==> src/rtl/qe_pkg.sv <==
// Shared constants for the Sinclair QL expansion-bus to W5300 bus-cycle controller.
// Holds the FSM state encoding, the slot prefix and the sub-window offsets.
package qe_pkg;

    typedef logic [1:0] qe_state_t;

    localparam qe_state_t ST_IDLE     = 2'd0;
    localparam qe_state_t ST_STROBE   = 2'd1;
    localparam qe_state_t ST_ACK      = 2'd2;
    localparam qe_state_t ST_WAIT_END = 2'd3;

    localparam logic [1:0] SLOT_PREFIX = 2'b11;
    localparam logic [2:0] WIN_W5300   = 3'b111;
    localparam logic [3:0] WIN_CTRL    = 4'hC;

    // A19..A18 select the expansion area, A17..A14 must match the slot switches.
    function automatic logic card_sel(input logic [9:0] addr, input logic [3:0] slot);
        return (addr[9:8] == SLOT_PREFIX) && (addr[7:4] == slot);
    endfunction

endpackage

==> src/rtl/qe_sync.sv <==
// Two-flop synchroniser for asynchronous bus control inputs.
// Width and per-bit reset value are parameters so idle-high strobes reset inactive.
module qe_sync #(
    parameter int unsigned         WIDTH     = 1,
    parameter logic [WIDTH-1:0]    RESET_VAL = '0
) (
    input  logic             i_clk,
    input  logic             i_rstl,
    input  logic [WIDTH-1:0] i_d,
    output logic [WIDTH-1:0] o_q
);

    logic [WIDTH-1:0] r_meta;
    logic [WIDTH-1:0] r_sync;

    always_ff @(posedge i_clk or negedge i_rstl) begin
        if (!i_rstl) begin
            r_meta <= RESET_VAL;
            r_sync <= RESET_VAL;
        end else begin
            r_meta <= i_d;
            r_sync <= r_meta;
        end
    end

    assign o_q = r_sync;

endmodule

==> src/rtl/qe_control.sv <==
// QL expansion-bus cycle controller for a W5300 Ethernet card: slot decode, W5300
// strobes, data-buffer control, DSMCL/DTACKL handshake and the W5300 reset pulse.
module qe_control
    import qe_pkg::*;
#(
    parameter int unsigned STROBE_CYCLES = 7,
    parameter int unsigned RST_CYCLES    = 256
) (
    input  logic       clk,
    input  logic       rstl,
    input  logic [9:0] address,
    input  logic [3:0] sp,
    input  logic       asl,
    input  logic       dsl,
    input  logic       rdwl,
    output logic       dtackl,
    output logic       dsmcl,
    output logic       dbenl,
    output logic       dbdir,
    output logic       wizcsl,
    output logic       wizrdl,
    output logic       wizwrl,
    output logic       wizrstl
);

    localparam int unsigned SCW = (STROBE_CYCLES > 1) ? $clog2(STROBE_CYCLES) : 1;
    localparam int unsigned RCW = (RST_CYCLES > 1) ? $clog2(RST_CYCLES) : 1;
    localparam logic [SCW-1:0] STROBE_LAST = SCW'(STROBE_CYCLES - 1);
    localparam logic [RCW-1:0] RST_LAST    = RCW'(RST_CYCLES - 1);

    logic [2:0] w_sync;
    logic       w_sasl;
    logic       w_sdsl;
    logic       w_srdwl;
    logic       w_card_sel;
    logic       w_wiz_win;
    logic       w_ctrl_win;

    qe_state_t      r_state;
    logic [SCW-1:0] r_scnt;
    logic           r_dtackl;
    logic           r_dbenl;
    logic           r_dbdir;
    logic           r_wizcsl;
    logic           r_wizrdl;
    logic           r_wizwrl;
    logic [RCW-1:0] r_rst_cnt;
    logic           r_wizrstl;

    qe_state_t      w_state_nxt;
    logic [SCW-1:0] w_scnt_nxt;
    logic           w_dtackl_nxt;
    logic           w_dbenl_nxt;
    logic           w_dbdir_nxt;
    logic           w_wizcsl_nxt;
    logic           w_wizrdl_nxt;
    logic           w_wizwrl_nxt;
    logic           w_ctrl_wr;

    qe_sync #(
        .WIDTH     (3),
        .RESET_VAL (3'b111)
    ) u_sync (
        .i_clk  (clk),
        .i_rstl (rstl),
        .i_d    ({asl, dsl, rdwl}),
        .o_q    (w_sync)
    );

    assign w_sasl  = w_sync[2];
    assign w_sdsl  = w_sync[1];
    assign w_srdwl = w_sync[0];

    assign w_card_sel = card_sel(address, sp);
    assign w_wiz_win  = w_card_sel && (address[3:1] == WIN_W5300);
    assign w_ctrl_win = w_card_sel && (address[3:0] == WIN_CTRL);

    // Live asl so the QL sees the claim within the address phase; rstl forces it inactive.
    assign dsmcl = ~(rstl & ~asl & (w_wiz_win | w_ctrl_win));

    always_comb begin
        w_state_nxt  = r_state;
        w_scnt_nxt   = r_scnt;
        w_dtackl_nxt = r_dtackl;
        w_dbenl_nxt  = r_dbenl;
        w_dbdir_nxt  = r_dbdir;
        w_wizcsl_nxt = r_wizcsl;
        w_wizrdl_nxt = r_wizrdl;
        w_wizwrl_nxt = r_wizwrl;
        w_ctrl_wr    = 1'b0;

        unique case (r_state)
            ST_IDLE: begin
                if (!w_sasl && !w_sdsl) begin
                    if (w_wiz_win) begin
                        w_state_nxt  = ST_STROBE;
                        w_scnt_nxt   = '0;
                        w_wizcsl_nxt = 1'b0;
                        w_wizrdl_nxt = ~w_srdwl;
                        w_wizwrl_nxt = w_srdwl;
                        w_dbenl_nxt  = 1'b0;
                        w_dbdir_nxt  = w_srdwl;
                    end else if (w_ctrl_win) begin
                        w_state_nxt  = ST_ACK;
                        w_dtackl_nxt = 1'b0;
                        w_ctrl_wr    = ~w_srdwl;
                    end
                end
            end
            ST_STROBE: begin
                if (w_sasl) begin
                    // Master gave up before acknowledge: drop everything, never ack.
                    w_state_nxt  = ST_IDLE;
                    w_wizcsl_nxt = 1'b1;
                    w_wizrdl_nxt = 1'b1;
                    w_wizwrl_nxt = 1'b1;
                    w_dbenl_nxt  = 1'b1;
                    w_dbdir_nxt  = 1'b0;
                end else if (r_scnt == STROBE_LAST) begin
                    w_state_nxt  = ST_ACK;
                    w_dtackl_nxt = 1'b0;
                    w_wizwrl_nxt = 1'b1;
                end else begin
                    w_scnt_nxt = r_scnt + 1'b1;
                end
            end
            ST_ACK: begin
                w_state_nxt = ST_WAIT_END;
            end
            ST_WAIT_END: begin
                if (w_sasl && w_sdsl) begin
                    w_state_nxt  = ST_IDLE;
                    w_dtackl_nxt = 1'b1;
                    w_wizcsl_nxt = 1'b1;
                    w_wizrdl_nxt = 1'b1;
                    w_wizwrl_nxt = 1'b1;
                    w_dbenl_nxt  = 1'b1;
                    w_dbdir_nxt  = 1'b0;
                end
            end
            default: begin
                w_state_nxt  = ST_IDLE;
                w_dtackl_nxt = 1'b1;
                w_wizcsl_nxt = 1'b1;
                w_wizrdl_nxt = 1'b1;
                w_wizwrl_nxt = 1'b1;
                w_dbenl_nxt  = 1'b1;
                w_dbdir_nxt  = 1'b0;
            end
        endcase
    end

    always_ff @(posedge clk or negedge rstl) begin
        if (!rstl) begin
            r_state  <= ST_IDLE;
            r_scnt   <= '0;
            r_dtackl <= 1'b1;
            r_dbenl  <= 1'b1;
            r_dbdir  <= 1'b0;
            r_wizcsl <= 1'b1;
            r_wizrdl <= 1'b1;
            r_wizwrl <= 1'b1;
        end else begin
            r_state  <= w_state_nxt;
            r_scnt   <= w_scnt_nxt;
            r_dtackl <= w_dtackl_nxt;
            r_dbenl  <= w_dbenl_nxt;
            r_dbdir  <= w_dbdir_nxt;
            r_wizcsl <= w_wizcsl_nxt;
            r_wizrdl <= w_wizrdl_nxt;
            r_wizwrl <= w_wizwrl_nxt;
        end
    end

    // Pulse runs from reset release and restarts on every control-window write.
    always_ff @(posedge clk or negedge rstl) begin
        if (!rstl) begin
            r_rst_cnt <= '0;
            r_wizrstl <= 1'b0;
        end else if (w_ctrl_wr) begin
            r_rst_cnt <= '0;
            r_wizrstl <= 1'b0;
        end else if (!r_wizrstl) begin
            if (r_rst_cnt == RST_LAST) begin
                r_wizrstl <= 1'b1;
            end else begin
                r_rst_cnt <= r_rst_cnt + 1'b1;
            end
        end
    end

    assign dtackl  = r_dtackl;
    assign dbenl   = r_dbenl;
    assign dbdir   = r_dbdir;
    assign wizcsl  = r_wizcsl;
    assign wizrdl  = r_wizrdl;
    assign wizwrl  = r_wizwrl;
    assign wizrstl = r_wizrstl;

endmodule

==> config.mk <==
export PLATFORM = sky130hd
export DESIGN_NAME = qe_control
export DESIGN_NICKNAME = d
export VERILOG_FILES = /design/src/rtl/qe_pkg.sv /design/src/rtl/qe_sync.sv /design/src/rtl/qe_control.sv
export SDC_FILE = /design/constraint.sdc
export NUM_CORES = 1
export LEC_CHECK = 0
export ABC_CLOCK_PERIOD_IN_PS = 2600
export CAP_MARGIN = 20
export CORE_ASPECT_RATIO = 1.2
export CORE_MARGIN = 2
export CORE_UTILIZATION = 53
export DETAILED_ROUTE_END_ITERATION = 16
export GPL_TIMING_DRIVEN = 0
export PLACE_DENSITY = 0.93
export REMOVE_ABC_BUFFERS = 1
export SLEW_MARGIN = 0
export SYNTH_ARGS = -nofsm -noshare
export SYNTH_HDL_FRONTEND = slang
export SYNTH_SLANG_ARGS = --single-unit
==> constraint.sdc <==
create_clock -name clk -period 2.6 [get_ports clk]
set_input_delay 0.26 -clock clk [delete_from_list [all_inputs] [get_ports clk]]
set_output_delay 0.26 -clock clk [all_outputs]
set_load 0.02 [all_outputs]
Word-level counts from Yosys, hierarchy flattened
Cells that the tools add are included.
Cells by class
  add/subtract/negate cells: 2
  eq/ne operators: 22
  multiplexer cells: 44
  bitwise operators: 6
  reduce and logical (&&, ||, !) cells: 16
Operators with widths (count)
  1-bit two-way mux: 24
  8-bit two-way mux: 3
  2-bit inequality test, second input constant: 9
  1-bit one-hot mux with 3 select lines: 5
  5-bit AND reduction: 3
  2-bit two-way mux: 6
  3-bit two-way mux: 4
  8-bit by 1-bit adder with 8-bit output, second input constant: 1
  8-bit equality test, second input constant: 1
  2-bit one-hot mux with 4 select lines: 1
  7-bit AND reduction: 1
  2-bit equality test, second input constant: 3
  3-bit equality test, second input constant: 2
  3-bit one-hot mux with 2 select lines: 1
  1-bit logical AND: 5
  4-bit equality test: 1
  4-bit equality test, second input constant: 1
  2-bit by 1-bit inequality test with 1-bit output, second input constant: 2
  4-bit AND reduction: 1
  3-bit by 1-bit adder with 3-bit output, second input constant: 1
  3-bit by 2-bit inequality test with 1-bit output, second input constant: 1
  3-bit inequality test, second input constant: 1
  1-bit inverter: 3
  3-bit nonzero test: 1
  7 further kinds: 9
Word-level totals
  flip-flop bits (word level): 25
  bits of input ports: 19
  output and inout port bits: 8
  logic and storage cells: 101

Longest topological paths before layout
  depth after elaboration: 9
  gate-level depth with buffers: 7
  gate-level depth less buffers: 7

By module
Synthesis repeated with hierarchy kept, for this count alone.
Unflattened totals
  cell total of the unflattened synthesis: 142
  area total of the unflattened synthesis: 1396.3 um^2
Modules (own cells, without submodules)
  qe_control: instances 1, cells each 136, area each 1238.7 um^2, sequential area each 480.5 um^2
  qe_sync: instances 1, cells each 6, area each 157.7 um^2, sequential area each 157.7 um^2

Worst setup path after synthesis
No wires, ideal clock.
  kind: flip-flop to flip-flop
  from: reg u_sync.r_sync[2] (netlist: u_sync.o_q[2])
  to: reg r_rst_cnt[2]
  library setup time: 0.096 ns
  arrival: 1.374 ns
  required time: 2.504 ns
  slack: 1.130 ns
  stages on the path, launching flop included: 6
  path buffers: 2
  period minus slack after synthesis: 1.470 ns
  cell sequence: dfstp_2 -> clkbuf_1 -> nor4_1 -> and4b_1 -> buf_6 -> a311oi_2
Between the ends
  longest elaborated chain between the ends: 6
  elaborated cells on any way between the ends: 8
  classes of those cells: eq/ne: 2; mux: 3; reduce/logical: 3
RTL lines
  start: declaration: RTL line qe_sync.sv:14  | logic [WIDTH-1:0] r_sync;
  start signal: assignment: RTL line qe_sync.sv:22  | r_sync <= r_meta;
  1-bit logical NOT *: RTL line qe_control.sv:94  | if (!w_sasl && !w_sdsl) begin
  1-bit logical AND *: RTL line qe_control.sv:94
  1-bit two-way mux *: RTL line qe_control.sv:94
  1-bit two-way mux *: RTL line qe_control.sv:92  | unique case (r_state)
  2-bit inequality test (no line) / 2-bit by 1-bit inequality test with 1-bit output (equally long branches)
  2-bit AND reduction (no line)
  end signal: assignment: RTL line qe_control.sv:187  | r_rst_cnt <= r_rst_cnt + 1'b1;
  end: declaration: RTL line qe_control.sv:47  | logic [RCW-1:0] r_rst_cnt;
Mark *: on every way between the ends. The rest lies on a longest branch, timed or not.
A chain may end at the register's enable or synchronous reset.

Worst setup path after layout
  from: in sp[1]
  to: out dsmcl
Between the ends
  longest elaborated chain between the ends: 6
  elaborated cells on any way between the ends: 7
  classes of those cells: eq/ne: 1; bitwise: 3; reduce/logical: 3
RTL lines
  start: declaration: RTL line qe_control.sv:12  | input logic [3:0] sp,
  4-bit equality test *: RTL line qe_pkg.sv:18  | return (addr[9:8] == SLOT_PREFIX) && (addr[7:4] == slot);
  1-bit logical AND *: RTL line qe_pkg.sv:18
  1-bit logical AND, on equally long branches: RTL line qe_control.sv:75, qe_control.sv:76
  1-bit OR *: RTL line qe_control.sv:79  | assign dsmcl = ~(rstl & ~asl & (w_wiz_win | w_ctrl_win));
  1-bit bitwise AND *: RTL line qe_control.sv:79
  1-bit inverter *: RTL line qe_control.sv:79
  end: declaration: RTL line qe_control.sv:17  | output logic dsmcl,
Marked as above.

==> impl_results.md <==
- Die area: 2841 um^2
- First-pass detailed-route iteration total: 4
- ANT cells: 0
- Root Driver: clkbuf_4
- Total routed wirelength: 2.808 mm
- Maximum clock rate: 448.1 MHz
- DR vias: 1084
- Post-synth EDFFs: 0
- Initial DRC count: 41
- DP Area: 1555 um^2
- Port bufs: 26
- Top cells by count, synth: 15 x dfrtp_1, 15 x nor2_1, 10 x dfstp_2
- Total Power: 986.4 uW
- Comb pwr share: 28.7%
- Dpl cells: 179
- Fin area: 1618 um^2
- Psw: 343.5 uW
- Power share of the sequential group: 53.9%
- RSZ-0062 raised after global routing: no
- Post-synthesis cell type count: 41
- Gr usage total: 22.23%
- Core area: 2306 um^2
- Final setup vio count: 0
- Arrival time worst endpoint: 1.97 ns
- Leakage dissipation: 0.6335 nW
- Flop2flop setup slack: 0.78 ns
- Pint: 642.9 uW
- Drt wl/cell: 15.18 um
- Initial antenna violation count: 0
- Worst-skew pair later-pin latency: 0.31 ns
- Crit share post-route: 85.84%
- Synth Register Bits: 25
- CP max FO: 5
- Least-Margin Pin Slew: 0.4794 ns
- CP Capture Type: output pin
- Synth warn: 0
- First-pass GRT wire length: 4.871 mm
- Worst Skew: 0.008807 ns
- # clock sinks: 25
- Total gr overflow: 0
- Largest net degree at the start of global routing: 27
- Endpoints failing hold: 0
- Synth area leaders: dfrtp_1 29%, dfstp_2 20%, nor2_1 4.4%
- Setup CP Type: in -> out
- Fillers: 184
- Post-route ant nets: 0
- CP top delay family: buffers and inverters
- Post-synthesis sequential area ratio: 49.56%
- Status: completed
- Crit path time final: 2.232 ns
- Fin. max-slew vios: 0
- DP Wirelength: 2.053 mm
- Synth-to-layout area growth: 25.66%
- Gpl congestion: 0.8969
- Starting Density: 55.83%
- Reg clk slew, reported paths: 0.13 ns
- Mapped Area: 1287 um^2
- Top-area cell type share of the netlist area: 29.15%
- Ys async rst share: 100.0%
- Nets: 177
- Hold crit path type: in -> async
- Io pins: 27
- PD cells: 609.7 nW/um^2
- Worst endpoint required time: 2.34 ns
- Max Cap Viol: 0
- Slowest CP cell: clkdlybuf4s50_1
- Proportion of power drawn by the clock network: 17.3%
- Critical path buffers and inverters: 2
- Finished Layout Cells: 185
- Layout cells sized above 1: 15.58%
- Row count: 19
- Clock Path Buffers: 2
- Die H: 57.99 um
- Post-Syn Instances: 127
- Routed vias/inst: 5.859
- Critical-path cell list: clkdlybuf4s50_1 > xor2_1 > nor2_1 > and2_4 > nand2_1 > clkdlybuf4s50_1
- Synth area leader: dfrtp_1
- Total CTS buffers: 3
- CTS tree: yes
- Worst vdd ir: 0.3920 mV
- CP dominant cell by count: clkdlybuf4s50_1
- Die span in x: 48.99 um
- Avg Inst Size Synth: 10.14 um^2
- CP Launch Type: input port
- Prevailing post-synth register cell: dfrtp_1
- Max_slew headroom: 67.75%
- Post-layout util: 70.16%
- H-tree depth: 1
- Switch share: 34.82%
- CP max stage delay: 0.53 ns
- Vias in the first global route: 1133
- Residual DRC: 0
==> logic make-up (layout without fill, tap and decap cells) <==
kind of cell    count (synthesis)  in the layout  synth area share, %
mux                             1              1               0.7775
xor+xnor                        9              9                6.122
simple gates                   50             50                22.35
buf+inv                        12             39                4.471
fa+ha+maj                       3              3                2.916
compound gates                 27             27                13.80
flops                          25             25                49.56
==> worst register-to-register path, delay by kind of cell (launching register included) <==
kind,cells,cell delay (ns)
flops,1,0.55
simple gates,3,1.16
==> power groups by stage <==
| stage | clock, mW | combinational (mW) | sequential (mW) |
|---|---|---|---|
| floorplan | 0 | 0.171 | 0.523 |
| global placement | 0 | 0.254 | 0.527 |
| detailed placement | 0 | 0.276 | 0.534 |
| CTS | 0.176 | 0.277 | 0.526 |
| global route | 0.191 | 0.318 | 0.544 |
| finish | 0.171 | 0.284 | 0.532 |
==> path summary, 6_finish.rpt <==
check | from | end | cells past startpoint
min in group clk | dsl | u_sync.r_meta[1] | 1
hold / removal | rstl | r_state[0] | 2
setup reg to reg | r_state[1] | r_rst_cnt[0] | 3
setup / recovery | sp[1] | dsmcl | 6
hold reg to reg | u_sync.r_meta[0] | u_sync.o_q[0] | 0
max in group asynchronous | rstl | r_rst_cnt[4] | 2
==> what timing repair did <==
item / 4_1_cts / 5_1_grt
endpoints found under the hold margin: 0 / 5
setup buffers: 0 / 0
setup endpoints to repair: 1 / 0
hold buffers: 0 / 1
gates resized for setup: 1 / 0
==> registers in the layout, indices dropped and copies added (netlist names) <==
register       cells
wizwrl             1
r_scnt             3
u_sync.o_q         3
wizrdl             1
r_state            2
r_rst_cnt          8
wizrstl            1
dbdir              1
dtackl             1
wizcsl             1
u_sync.r_meta      3
==> layer usage <==
layer,vias up,global-route usage (%),wire length [um]
met4,0,11.02,44
met3,8,4.124,145
met2,46,39.73,1533
met1,521,25.73,1085
met5,-,0,0
li1,509,-,-
==> final cells by class <==
class                      count  area (um^2)  area share, %
clock buffer                   4        26.28          1.624
tap                           31        38.79          2.398
inverter                       7        26.28          1.624
timing repair buffer          28        296.5          18.33
multi-input combinational     90        591.8          36.58
sequential                    25        638.1          39.44
==> metrics by stage <==
step                setup WS [ns]  hold slack, ns  setup TNS (ns)
detailed placement        -0.1036          0.3481         -0.1036
global route               0.3081          0.1542               0
CTS                        0.1833          0.2744               0
global placement         -0.02682          0.3462        -0.02682
finish                     0.3683          0.1464               0
floorplan                   1.137        -0.03559               0
==> cells in the final DEF (no fill, tap or decap), drive strengths merged, types with 2 or more instances in the layout <==
cell type and instances:
nand2 7, ha 3, and4b 2, clkdlybuf4s50 25, nor3 5, o221ai 2, nor4 2, o21a 2
and2 2, clkbuf 4, inv 7, o21ai 8, a21oi 8, nand3 6, dfrtp 15, nand4 3
xnor2 4, nor2 16, and4 3, xor2 5, a31oi 2, dfstp 10
Note: power is estimated with default switching activity, not from simulation.
